[config.mk]
export PLATFORM = sky130hd
export DESIGN_NAME = wishbone_sram_slave
export DESIGN_NICKNAME = d
export VERILOG_FILES = /design/src/rtl/wishbone_sram_slave_pkg.sv /design/src/rtl/wishbone_sram_slave.sv
export SDC_FILE = /design/constraint.sdc
export NUM_CORES = 1
export LEC_CHECK = 0
export ABC_AREA = 0
export BUFFER_PORTS_ARGS = -buffer_cell sky130_fd_sc_hd__buf_4
export CAP_MARGIN = 5
export CORE_MARGIN = 2
export CORE_UTILIZATION = 35
export DETAILED_ROUTE_END_ITERATION = 12
export PLACE_DENSITY_LB_ADDON = 0.05
export SETUP_SLACK_MARGIN = 0.4
export SYNTH_ARGS = -nofsm -noshare
export SYNTH_HDL_FRONTEND = slang
export SYNTH_SLANG_ARGS = --single-unit
[constraint.sdc]
create_clock -name clk -period 2.05 [get_ports clk]
set_input_delay 0.205 -clock clk [delete_from_list [all_inputs] [get_ports clk]]
set_output_delay 0.205 -clock clk [all_outputs]
set_load 0.02 [all_outputs]
[src/rtl/wishbone_sram_slave_pkg.sv]
// Shared types and constants for the Wishbone-to-asynchronous-SRAM responder.
package wishbone_sram_slave_pkg;

    localparam int WB_SEL_BASE = 0;
    localparam int WB_SEL_EXT  = 1;

    localparam int SRAM_ADDR_W = 20;

    typedef logic [SRAM_ADDR_W-1:0] sram_addr_t;
    typedef logic [31:0]            reg_bus_t;

    localparam reg_bus_t   ZERO_WORD = 32'h0000_0000;
    localparam logic [3:0] BE_NONE   = 4'hF;
    localparam logic [3:0] BE_ALL    = 4'h0;

    typedef enum logic [2:0] {
        SRAM_IDLE,
        SRAM_READ,
        SRAM_WR_SETUP,
        SRAM_WR_PULSE,
        SRAM_WR_HOLD
    } sram_state_e;

endpackage

[src/rtl/wishbone_sram_slave.sv]
// Wishbone responder running multi-cycle asynchronous SRAM accesses on two banks.
// Every output is a flop; output next-values are decoded from the next state.
module wishbone_sram_slave
    import wishbone_sram_slave_pkg::*;
#(
    parameter int READ_WAIT = 2,
    parameter int WE_PULSE  = 2
) (
    input  logic        clk,
    input  logic        rst,
    input  logic [31:0] wb_addr_i,
    input  logic [31:0] wb_data_i,
    input  logic        wb_we_i,
    input  logic [15:0] wb_select_i,
    output logic [31:0] wb_data_o,
    output logic        wb_ack_o,
    output logic [19:0] sram_addr_o,
    output logic [31:0] sram_data_o,
    input  logic [31:0] sram_data_i,
    output logic        sram_data_oe,
    output logic        base_ce_n,
    output logic        ext_ce_n,
    output logic        sram_oe_n,
    output logic        sram_we_n,
    output logic [3:0]  sram_be_n
);

    localparam int MAX_WAIT = (READ_WAIT > WE_PULSE) ? READ_WAIT : WE_PULSE;
    localparam int CNT_W    = $clog2(MAX_WAIT + 1);
    localparam logic [CNT_W-1:0] READ_LAST  = CNT_W'(READ_WAIT - 1);
    localparam logic [CNT_W-1:0] PULSE_LAST = CNT_W'(WE_PULSE - 1);

    sram_state_e      state_q, state_d;
    logic [CNT_W-1:0] cnt_q, cnt_d;
    sram_addr_t       addr_q, addr_d;
    reg_bus_t         wdata_q, wdata_d;
    reg_bus_t         rdata_q, rdata_d;
    logic             ext_q, ext_d;
    logic             ack_q, ack_d;
    logic             base_ce_n_q, base_ce_n_d;
    logic             ext_ce_n_q, ext_ce_n_d;
    logic             oe_n_q, oe_n_d;
    logic             we_n_q, we_n_d;
    logic             data_oe_q, data_oe_d;
    logic [3:0]       be_n_q, be_n_d;
    logic             hit;
    logic             busy_d;

    // Address/select bits owned by other responders or below word granularity.
    logic unused_bits;
    assign unused_bits = ^{wb_addr_i[31:22], wb_addr_i[1:0], wb_select_i[15:2]};

    assign hit = wb_select_i[WB_SEL_BASE] | wb_select_i[WB_SEL_EXT];

    always_comb begin
        state_d = state_q;
        cnt_d   = cnt_q;
        addr_d  = addr_q;
        wdata_d = wdata_q;
        rdata_d = rdata_q;
        ext_d   = ext_q;
        case (state_q)
            SRAM_IDLE: begin
                if (hit) begin
                    addr_d  = wb_addr_i[21:2];
                    wdata_d = wb_data_i;
                    ext_d   = ~wb_select_i[WB_SEL_BASE];
                    cnt_d   = '0;
                    state_d = wb_we_i ? SRAM_WR_SETUP : SRAM_READ;
                end
            end
            SRAM_READ: begin
                if (cnt_q == READ_LAST) begin
                    rdata_d = sram_data_i;
                    cnt_d   = '0;
                    state_d = SRAM_IDLE;
                end else begin
                    cnt_d = cnt_q + CNT_W'(1);
                end
            end
            SRAM_WR_SETUP: begin
                cnt_d   = '0;
                state_d = SRAM_WR_PULSE;
            end
            SRAM_WR_PULSE: begin
                if (cnt_q == PULSE_LAST) begin
                    cnt_d   = '0;
                    state_d = SRAM_WR_HOLD;
                end else begin
                    cnt_d = cnt_q + CNT_W'(1);
                end
            end
            SRAM_WR_HOLD: begin
                state_d = SRAM_IDLE;
            end
            default: begin
                cnt_d   = '0;
                state_d = SRAM_IDLE;
            end
        endcase

        busy_d      = (state_d != SRAM_IDLE);
        ack_d       = ~busy_d;
        base_ce_n_d = ~(busy_d & ~ext_d);
        ext_ce_n_d  = ~(busy_d & ext_d);
        oe_n_d      = (state_d != SRAM_READ);
        we_n_d      = (state_d != SRAM_WR_PULSE);
        data_oe_d   = (state_d == SRAM_WR_SETUP) || (state_d == SRAM_WR_PULSE) ||
                      (state_d == SRAM_WR_HOLD);
        be_n_d      = busy_d ? BE_ALL : BE_NONE;
    end

    always_ff @(posedge clk) begin
        if (!rst) begin
            state_q     <= SRAM_IDLE;
            cnt_q       <= '0;
            addr_q      <= '0;
            wdata_q     <= ZERO_WORD;
            rdata_q     <= ZERO_WORD;
            ext_q       <= 1'b0;
            ack_q       <= 1'b1;
            base_ce_n_q <= 1'b1;
            ext_ce_n_q  <= 1'b1;
            oe_n_q      <= 1'b1;
            we_n_q      <= 1'b1;
            data_oe_q   <= 1'b0;
            be_n_q      <= BE_NONE;
        end else begin
            state_q     <= state_d;
            cnt_q       <= cnt_d;
            addr_q      <= addr_d;
            wdata_q     <= wdata_d;
            rdata_q     <= rdata_d;
            ext_q       <= ext_d;
            ack_q       <= ack_d;
            base_ce_n_q <= base_ce_n_d;
            ext_ce_n_q  <= ext_ce_n_d;
            oe_n_q      <= oe_n_d;
            we_n_q      <= we_n_d;
            data_oe_q   <= data_oe_d;
            be_n_q      <= be_n_d;
        end
    end

    assign wb_data_o    = rdata_q;
    assign wb_ack_o     = ack_q;
    assign sram_addr_o  = addr_q;
    assign sram_data_o  = wdata_q;
    assign sram_data_oe = data_oe_q;
    assign base_ce_n    = base_ce_n_q;
    assign ext_ce_n     = ext_ce_n_q;
    assign sram_oe_n    = oe_n_q;
    assign sram_we_n    = we_n_q;
    assign sram_be_n    = be_n_q;

endmodule

==> results by group, run 1 <==
Synthesis
  – Count of distinct cell types in the synthesized netlist: 33
  – Count of flip-flops with a built-in enable after synthesis: 0
  – Async SR Flop Fraction: 0
  – Syn Std Cell Area: 0.00385 mm^2
  – Number of nets in the synthesized netlist: 532
  – Synth top area share: 0.499
  – Leading area contributor after synthesis: dfxtp_1
  – Synthesis warning total: 0
  – Synth top area cells: dfxtp_1 (50%), mux2i_1 (22%), nand2_1 (17%)
  – Flip-flop and latch count after synthesis: 96
  – Prevailing post-synth register cell: dfxtp_1
  – Count of mapped cells out of synthesis: 417
  – Sequential cell area fraction in the yosys report: 0.499
  – Post-synthesis area per instance: 9.24 um^2

Route
  – First-pass iteration count of the detailed router: 4
  – Total wirelength of the detailed-routed design: 9460 um
  – Antenna violation net count after detailed routing: 0
  – Avg WL per Cell: 13.0 um
  – Via count normalized by instance count: 4.51
  – Violation count after the first detailed-route iteration: 183
  – Vias post-DR: 3282
  – Number of DRC violations after detailed routing: 0

STA
  – Final worst-path cycle share: 0.752
  – Crit path time final: 1.54 ns
  – Count of pins over their slew limit: 0
  – Total setup violations reported at the end of the flow: 0
  – Actual transition at the worst max-transition pin: 0.484 ns
  – Worst Skew: 0.00724 ns
  – Max-slew headroom: 0.678
  – Fmax: 0.649 GHz
  – Endpoints failing hold: 0
  – Unrepaired setup endpoints after global routing: false
  – Total negative slack: 0 ns

Status
  – Outcome: finished clean

Final layout
  – Signed area change from the synthesized netlist to the final layout: 43.0%
  – Final net count: 698
  – Most common cell after layout, fill and taps aside: buf_4
  – Final instance count without filler cells: 728
  – Leading cell types in the layout, fill and taps excluded: buf_4 (184), nand2_1 (173), dfxtp_1 (96)
  – Number of diodes added for antenna fixing: 0
  – Fraction of layout cells with a size suffix above 1: 0.354

Min path
  – HP Class: in -> reg

CTS
  – Maximum clock path buffer count: 2
  – H-tree Lvls: 3
  – Root cell of the clock tree: clkbuf_8
  – Number of buffers inserted for hold repair after clock tree synthesis: 0
  – Clock Latency Late Sink: 0.36 ns
  – TritonCTS clock tree: built
  – TritonCTS sink count: 96
  – Total CTS buffers: 9
  – Post-CTS clock slew at the launch and capture registers of the worst setup and hold paths: 0.09 ns
  – Total setup buffers inserted after CTS: 0

Power
  – Pleak: 2.56 nW
  – Total power density per cell area: 794 mW/mm^2
  – Worst-case vdd ir drop: 0.000315 V

Global routing
  – Overall fraction of global-route tracks in use: 0.157
  – Number of global-route vias before repair: 3044
  – Total global routing overflow: 0
  – Global-route wire length before repair: 14600 um
  – Largest net degree at the start of global routing: 125
  – Antenna violations before repair: 0

Critical path
  – Kind of start point of the critical path: flip-flop
  – Data arrival at the endpoint of the critical path: 1.84 ns
  – Crit Path Class: reg -> reg
  – Largest stage delay on the critical path: 0.43 ns
  – Cell class contributing the biggest share of worst-path delay: simple AND/OR/NAND/NOR gates
  – Cell breakdown of the critical path: nor3_2, and2b_4, clkbuf_16, mux2i_1
  – Slowest library cell on the worst path: dfxtp_1
  – Largest driver fanout on the critical path: 18
  – Kind of end point of the critical path: flip-flop
  – WP data required: 2.35 ns
  – Buffering stage count on the worst path with inverters included: 1

Place
  – Half-perimeter wire length after detailed placement: 6530 um
  – I/O Buffers: 182
  – Routability-driven placement congestion ratio: 0.707
  – Post-Place Cells: 711

Die
  – Initial standard-cell utilization of the core: 0.357
  – Die boundary height: 109 um
  – Die Footprint: 0.0119 mm^2
  – IO Pins: 209
  – Placement Rows: 38
  – Area inside the core boundary: 0.0108 mm^2
  – Die X: 109 um

Job
  – Max-capacitance violation count: 0
-- final timing paths --
kind	from	end	slack, ns	depth (start not counted)
setup / recovery	state_q[0]$_SDFF_PN0_	sram_data_o[31]$_SDFFE_PN0P_	0.51	4
hold / removal	wb_data_i[19]	sram_data_o[19]$_SDFFE_PN0P_	0.08	3
hold reg to reg	sram_addr_o[4]$_SDFFE_PN0P_	sram_addr_o[4]$_SDFFE_PN0P_	0.46	2
setup reg to reg	state_q[0]$_SDFF_PN0_	sram_data_o[31]$_SDFFE_PN0P_	0.51	4
-- cell type report --
| type | count | area [um^2] |
|---|---|---|
| fill | 1034 | 5290 |
| timing repair buffer | 189 | 1480 |
| sequential | 96 | 1920 |
| clock inverter | 2 | 35.0 |
| clock buffer | 14 | 183 |
| inverter | 3 | 11.3 |
| multi-input combinational | 284 | 1700 |
| tap | 140 | 175 |
-- registers in the layout (all words and copies together) (netlist names) --
name and flops:
sram_data_o 32, wb_data_o 32, sram_addr_o 20, state_q 3, cnt_q 2, base_ce_n 1
ext_ce_n 1, ext_q 1, sram_be_n 1, sram_data_oe 1, sram_oe_n 1, sram_we_n 1
-- tightest hold or removal path: cells and delay by family --
family	cells	cell delay [ns]
mux	1	0.05
buf+inv	1	0.11
simple gates	1	0.04
-- timing repair --
action	CTS	global route
cloned	0	1
resized for setup	0	2
pin swaps	0	0
endpoints found under the setup margin	1	49
-- metal layers --
metal  up-vias  GRT usage  wire, um
li1       1676          -         -
met1      1472      0.193      4050
met2       121      0.243      4270
met3        13     0.0658       991
met4         0     0.0659       151
met5         -          0         0
-- through the flow --
stage | hold slack (ns) | cell area [um^2] | utilization | worst slack, ns | total power, mW
floorplan | 0.341 | 3850 | - | 0.721 | 2.67
global placement | 0.443 | 5260 | 0.487 | 0.465 | 3.04
detailed placement | 0.449 | 5260 | 0.487 | 0.413 | 3.06
CTS | 0.0652 | 5480 | 0.508 | 0.390 | 4.41
global route | 0.0669 | 5510 | 0.510 | 0.398 | 4.61
finish | 0.0828 | 5510 | 0.510 | 0.509 | 4.37
-- report_power, final --
group | switching [mW] | internal (mW)
Clock | 0.648 | 0.697
Combinational | 0.484 | 0.464
Sequential | 0.0767 | 2.00
Total | 1.21 | 3.16
-- synthesized netlist by cell type, types with 3 or more instances --
cell type / instances
buf_4: 5
inv_1: 3
nand2_1: 173
mux2i_1: 84
nor2_1: 4
buf_2: 3
dfxtp_1: 96
buf_6: 9
clkbuf_1: 13
buf_1: 4
-- logic make-up (layout without fill, tap and decap cells) --
group,Yosys count,count (layout),share of synthesized area
multiplexers,84,84,0.218
AND/OR/NAND/NOR,190,190,0.204
AO/OA/AOI/OAI,10,10,0.0198
flip-flops,96,96,0.499
buffers and inverters,37,208,0.0594
Note: power is estimated with default switching activity, not from simulation.
==> run 2: changes to the inputs <==
==> constraint.sdc (replaced) <==
create_clock -name clk -period 1.57 [get_ports clk]
set_input_delay 0.157 -clock clk [delete_from_list [all_inputs] [get_ports clk]]
set_output_delay 0.157 -clock clk [all_outputs]
set_load 0.02 [all_outputs]
==> results by group, run 2 (synthesis gave the netlist of run 1 again) <==
STA
  – Unrepaired setup endpoints after global routing: true
  – Total setup violations reported at the end of the flow: 0 (unchanged)
  – Actual transition at the worst max-transition pin: 0.322 ns (-0.161 ns)
  – Final worst-path cycle share: 0.899 (+0.147)
  – Crit path time final: 1.41 ns (-0.129 ns)
  – Fmax: 0.709 GHz (+9.2%)
  – Setup ws final: 0.159 ns (-0.351 ns)
  – Total negative slack: 0 ns (unchanged)
  – Max-slew headroom: 0.785 (+0.108)
  – Count of pins over their slew limit: 0 (unchanged)
  – Endpoints failing hold: 0 (unchanged)
  – Worst Skew: 0.0124 ns (+0.00517 ns)

Route
  – First-pass iteration count of the detailed router: 4 (unchanged)
  – Number of DRC violations after detailed routing: 0 (unchanged)
  – Vias post-DR: 3342 (+1.8%)
  – Avg WL per Cell: 13.3 um (+2.1%)
  – Antenna violation net count after detailed routing: 0 (unchanged)
  – Via count normalized by instance count: 4.45 (-1.3%)
  – Violation count after the first detailed-route iteration: 148 (-19%)
  – Total wirelength of the detailed-routed design: 9960 um (+5.4%)

CTS
  – H-tree Lvls: 3 (unchanged)
  – TritonCTS sink count: 96 (unchanged)
  – Clock Latency Late Sink: 0.36 ns (about the same)
  – Post-CTS clock slew at the launch and capture registers of the worst setup and hold paths: 0.09 ns (about the same)
  – Root cell of the clock tree: clkbuf_8
  – Total CTS buffers: 9 (unchanged)
  – TritonCTS clock tree: built
  – Number of buffers inserted for hold repair after clock tree synthesis: 0 (unchanged)
  – Maximum clock path buffer count: 2 (unchanged)

Critical path
  – Largest driver fanout on the critical path: 8 (-10)
  – Launch point of the critical path: state_q[2]$_SDFF_PN0_
  – Number of cells traversed by the worst register-to-register path: 5 (+1)
  – Kind of start point of the critical path: flip-flop
  – Data arrival at the endpoint of the critical path: 1.70 ns (-0.14 ns)
  – Kind of end point of the critical path: flip-flop
  – Reg-to-reg critical path endpoint: wb_data_o[19]$_SDFFE_PN0P_
  – Worst setup path end: wb_data_o[19]$_SDFFE_PN0P_
  – Crit Reg-Reg Startpoint: state_q[2]$_SDFF_PN0_
  – Register-to-register setup slack: 0.16 ns (-0.35 ns)
  – WP data required: 1.86 ns (-0.49 ns)
  – Crit Path Class: reg -> reg

Power
  – Sum of internal, switching and leakage power: 5.63 mW (+29%)
  – Total power density per cell area: 969 mW/mm^2 (+22%)
  – Worst-case vdd ir drop: 0.000372 V (+18%)
  – Pleak: 2.70 nW (+5.5%)

Die
  – Initial standard-cell utilization of the core: 0.357 (unchanged)
  – IO Pins: 209 (unchanged)
  – Die boundary height: 109 um (unchanged)
  – Area inside the core boundary: 0.0108 mm^2 (unchanged)
  – Die Footprint: 0.0119 mm^2 (unchanged)
  – Placement Rows: 38 (unchanged)
  – Die X: 109 um (unchanged)

Status
  – Outcome: finished clean

Final layout
  – Number of diodes added for antenna fixing: 0 (unchanged)
  – Fill count: 992 (-4.1%)
  – Leading cell types in the layout, fill and taps excluded: buf_4 (195), nand2_1 (173), dfxtp_1 (93)
  – Most common cell after layout, fill and taps aside: buf_4
  – Fraction of layout cells with a size suffix above 1: 0.385 (+0.0309)
  – Final core area utilization: 0.538 (+0.0279)
  – Final net count: 722 (+3.4%)
  – Signed area change from the synthesized netlist to the final layout: 50.8%

Place
  – Routability-driven placement congestion ratio: 0.745 (+5.3%)
  – I/O Buffers: 182 (unchanged)
  – Pre-CTS setup slack: 0.0922 ns (-0.321 ns)
  – Half-perimeter wire length after detailed placement: 6670 um (+2.2%)

Global routing
  – Largest net degree at the start of global routing: 82 (-34%)
  – Number of global-route vias before repair: 3117 (+2.4%)
  – Global-route wire length before repair: 14900 um (+2.5%)
  – Total global routing overflow: 0 (unchanged)
  – Antenna violations before repair: 0 (unchanged)
  – Overall fraction of global-route tracks in use: 0.160 (+0.00295)

Min path
  – HP Class: in -> reg

Job
  – Max-capacitance violation count: 0 (unchanged)
-- run 2: cell count changes in the layout (fill, tap and decap cells not counted), sizes merged --
| cell | previous run | this run |
|---|---|---|
| clkbuf | 15 | 14 |
| bufinv | 1 | 0 |
| buf | 188 | 210 |
| clkinvlp | 0 | 3 |
-- run 2: final cells by class --
cell class / count / area [um^2] / share of cell area
flip-flops and latches: 96 / 1930 / 0.333
repair buffers: 213 / 1800 / 0.310
multi-input cells: 284 / 1720 / 0.295
well taps: 140 / 175 / 0.0302
clock buffers: 11 / 141 / 0.0243
clock inverters: 4 / 31.3 / 0.00538
inverters: 3 / 11.3 / 0.00194
-- run 2: metal layers --
| layer | global-route usage | wire length [um] | vias to the layer above |
|---|---|---|---|
| li1 | - | - | 1724 |
| met1 | 0.194 | 4160 | 1493 |
| met2 | 0.256 | 4750 | 111 |
| met3 | 0.0705 | 885 | 14 |
| met4 | 0.0513 | 167 | 0 |
| met5 | 0 | 0 | - |
-- run 2: repair_timing --
action / 4_1_cts / 5_1_grt
gates cloned: 3 / 3
setup buffers: 6 / 8
gates resized for setup: 11 / 9
pin swaps: 5 / 2
endpoints found under the setup margin: 89 / 89
hold endpoints to repair: 0 / 0
-- run 2: how the worst min path moves through the flow --
stage	cells after the start	startpoint	slack, ns	to
floorplan	2	wb_select_i[0]	0.29	ext_ce_n$_SDFF_PN1_
global placement	3	wb_data_i[1]	0.41	sram_data_o[1]$_SDFFE_PN0P_
detailed placement	3	wb_data_i[27]	0.42	sram_data_o[27]$_SDFFE_PN0P_
CTS	3	wb_addr_i[16]	0.02	sram_addr_o[14]$_SDFFE_PN0P_
global route	3	wb_addr_i[14]	0.02	sram_addr_o[12]$_SDFFE_PN0P_
finish	3	wb_addr_i[14]	0.04	sram_addr_o[12]$_SDFFE_PN0P_
-- run 2: metrics by stage --
| step | area, um^2 | cells | hold slack (ns) |
|---|---|---|---|
| final | 5810 | 751 | 0.0416 |
| after global routing | 5810 | 751 | 0.0196 |
| after CTS | 5650 | 740 | 0.0243 |
| after detailed placement | 5310 | 716 | 0.422 |
| after global placement | 5310 | 716 | 0.415 |
| after floorplan | 3880 | 417 | 0.293 |
-- run 2: report_power, final --
part           total, mW  internal [mW]  switching, mW  leakage [nW]
registers           2.72           2.61          0.104         0.788
logic               1.45          0.771          0.683          1.83
clock network       1.46          0.614          0.842        0.0776
-- run 2: worst max-delay path, cell delays in order, from the launching register on --
cell and delay [ns]:
dfxtp_4 0.37, nand2b_4 0.15, nor4b_4 0.28, buf_4 0.20, clkbuf_16 0.17, mux2i_1 0.17
==> run 3: changes to the inputs <==
==> constraint.sdc (replaced) <==
create_clock -name clk -period 1.6 [get_ports clk]
set_input_delay 0.16 -clock clk [delete_from_list [all_inputs] [get_ports clk]]
set_output_delay 0.16 -clock clk [all_outputs]
set_load 0.02 [all_outputs]
==> results by group, run 3 (synthesis gave the netlist of run 1 again) <==
Status
  – Outcome: finished clean

CTS
  – H-tree Lvls: 3 (unchanged)
  – TritonCTS clock tree: built
  – Maximum clock path buffer count: 2 (unchanged)
  – Post-CTS clock slew at the launch and capture registers of the worst setup and hold paths: 0.09 ns (about the same)
  – Root cell of the clock tree: clkbuf_8
  – Clock Latency Late Sink: 0.35 ns (about the same)
  – Total CTS buffers: 9 (unchanged)
  – Number of buffers inserted for hold repair after clock tree synthesis: 0 (unchanged)
  – TritonCTS sink count: 96 (unchanged)

Final layout
  – Fraction of layout cells with a size suffix above 1: 0.380 (-0.00445)
  – Signed area change from the synthesized netlist to the final layout: 49.5%
  – Final net count: 718 (-0.55%)
  – Leading cell types in the layout, fill and taps excluded: buf_4 (195), nand2_1 (173), dfxtp_1 (93)
  – Number of diodes added for antenna fixing: 0 (unchanged)
  – Most common cell after layout, fill and taps aside: buf_4

Power
  – Total power density per cell area: 947 mW/mm^2 (-2.2%)
  – Pleak: 2.68 nW (-0.56%)
  – Worst-case vdd ir drop: 0.000490 V (+32%)
  – Sum of internal, switching and leakage power: 5.46 mW (-3.1%)

STA
  – Actual transition at the worst max-transition pin: 0.344 ns (+0.0220 ns)
  – Fmax: 0.721 GHz (+1.8%)
  – Total setup violations reported at the end of the flow: 0 (unchanged)
  – Count of pins over their slew limit: 0 (unchanged)
  – Final worst-path cycle share: 0.866 (-0.0326)
  – Unrepaired setup endpoints after global routing: true
  – Worst Skew: 0.00643 ns (-0.00598 ns)
  – Crit path time final: 1.39 ns (-0.0252 ns)
  – Endpoints failing hold: 0 (unchanged)
  – Max-slew headroom: 0.771 (-0.0146)
  – Total negative slack: 0 ns (unchanged)

Global routing
  – Total global routing overflow: 0 (unchanged)
  – Overall fraction of global-route tracks in use: 0.161 (+0.000735)
  – Global-route wire length before repair: 15000 um (+0.38%)
  – Number of global-route vias before repair: 3080 (-1.2%)
  – Antenna violations before repair: 0 (unchanged)
  – Largest net degree at the start of global routing: 86 (+4.9%)

Die
  – Die X: 109 um (unchanged)
  – Placement Rows: 38 (unchanged)
  – Area inside the core boundary: 0.0108 mm^2 (unchanged)
  – Die Footprint: 0.0119 mm^2 (unchanged)
  – Initial standard-cell utilization of the core: 0.357 (unchanged)
  – IO Pins: 209 (unchanged)
  – Die boundary height: 109 um (unchanged)

Critical path
  – Kind of end point of the critical path: flip-flop
  – Largest driver fanout on the critical path: 8 (unchanged)
  – Crit Reg-Reg Startpoint: state_q[2]$_SDFF_PN0_
  – Kind of start point of the critical path: flip-flop
  – Worst setup path end: sram_addr_o[19]$_SDFFE_PN0P_
  – Launch point of the critical path: state_q[2]$_SDFF_PN0_
  – Register-to-register setup slack: 0.21 ns (+0.06 ns)
  – Number of cells traversed by the worst register-to-register path: 5 (unchanged)
  – Crit Path Class: reg -> reg
  – WP data required: 1.88 ns (+0.02 ns)
  – Reg-to-reg critical path endpoint: sram_addr_o[19]$_SDFFE_PN0P_
  – Data arrival at the endpoint of the critical path: 1.67 ns (-0.03 ns)

Route
  – Vias post-DR: 3329 (-0.39%)
  – Violation count after the first detailed-route iteration: 165 (+11%)
  – Total wirelength of the detailed-routed design: 10100 um (+1.4%)
  – First-pass iteration count of the detailed router: 4 (unchanged)
  – Antenna violation net count after detailed routing: 0 (unchanged)
  – Via count normalized by instance count: 4.47 (+0.41%)
  – Avg WL per Cell: 13.6 um (+2.2%)
  – Number of DRC violations after detailed routing: 0 (unchanged)

Job
  – Max-capacitance violation count: 0 (unchanged)

Min path
  – HP Class: in -> reg

Place
  – Half-perimeter wire length after detailed placement: 6610 um (-0.91%)
  – I/O Buffers: 182 (unchanged)
  – Routability-driven placement congestion ratio: 0.743 (-0.24%)
## run 3: critical path, stage by stage (launching register included)
cell	delay (ns)
dfxtp_4	0.37
nor3_4	0.20
and2b_4	0.28
buf_12	0.14
clkbuf_16	0.16
mux2i_1	0.17
## run 3: cell type report
class                           count  area (um^2)
Clock buffer                       12          155
Clock inverter                      1         5.00
Fill cell                         982         5030
Inverter                            3         11.3
Multi-Input combinational cell    284         1730
Sequential cell                    96         1930
Tap cell                          140          175
Timing Repair Buffer              209         1750
## run 3: how the worst min path moves through the flow
stage,endpoint,startpoint,cells after the start
3_5_place_dp,sram_addr_o[13]$_SDFFE_PN0P_,wb_addr_i[15],3
3_3_place_gp,sram_data_o[19]$_SDFFE_PN0P_,wb_data_i[19],3
5_1_grt,sram_addr_o[19]$_SDFFE_PN0P_,wb_addr_i[21],3
2_1_floorplan,ext_ce_n$_SDFF_PN1_,wb_select_i[0],2
4_1_cts,wb_data_o[9]$_SDFFE_PN0P_,sram_data_i[9],3
6_report,sram_data_o[26]$_SDFFE_PN0P_,wb_data_i[26],3
## run 3: where the power goes
group	internal [mW]	switching (mW)
clock	0.625	0.786
sequential	2.56	0.100
combinational	0.717	0.663
## run 3: what timing repair did
item                       CTS  global route
cloned                       2             4
setup endpoints to repair   89            89
resized for setup           10             6
pin swaps                    5             0
buffers inserted             9             3
## run 3: metal layers
| layer | GRT usage | share of wire | vias to the layer above |
|---|---|---|---|
| li1 | - | - | 1717 |
| met1 | 0.194 | 0.43 | 1498 |
| met2 | 0.265 | 0.48 | 106 |
| met3 | 0.0598 | 0.080 | 8 |
| met4 | 0.0540 | 0.011 | 0 |
| met5 | 0 | 0 | - |
## run 3: per-stage QoR
step | hold slack, ns | utilization | setup slack [ns] | instance area (um^2) | std cells
after CTS | 0.0304 | 0.522 | 0.205 | 5630 | 738
after global routing | 0.0332 | 0.534 | 0.117 | 5760 | 745
after global placement | 0.418 | 0.491 | 0.196 | 5300 | 714
after detailed placement | 0.423 | 0.491 | 0.139 | 5300 | 714
final | 0.0572 | 0.534 | 0.214 | 5760 | 745
after floorplan | 0.296 | - | 0.279 | 3880 | 417
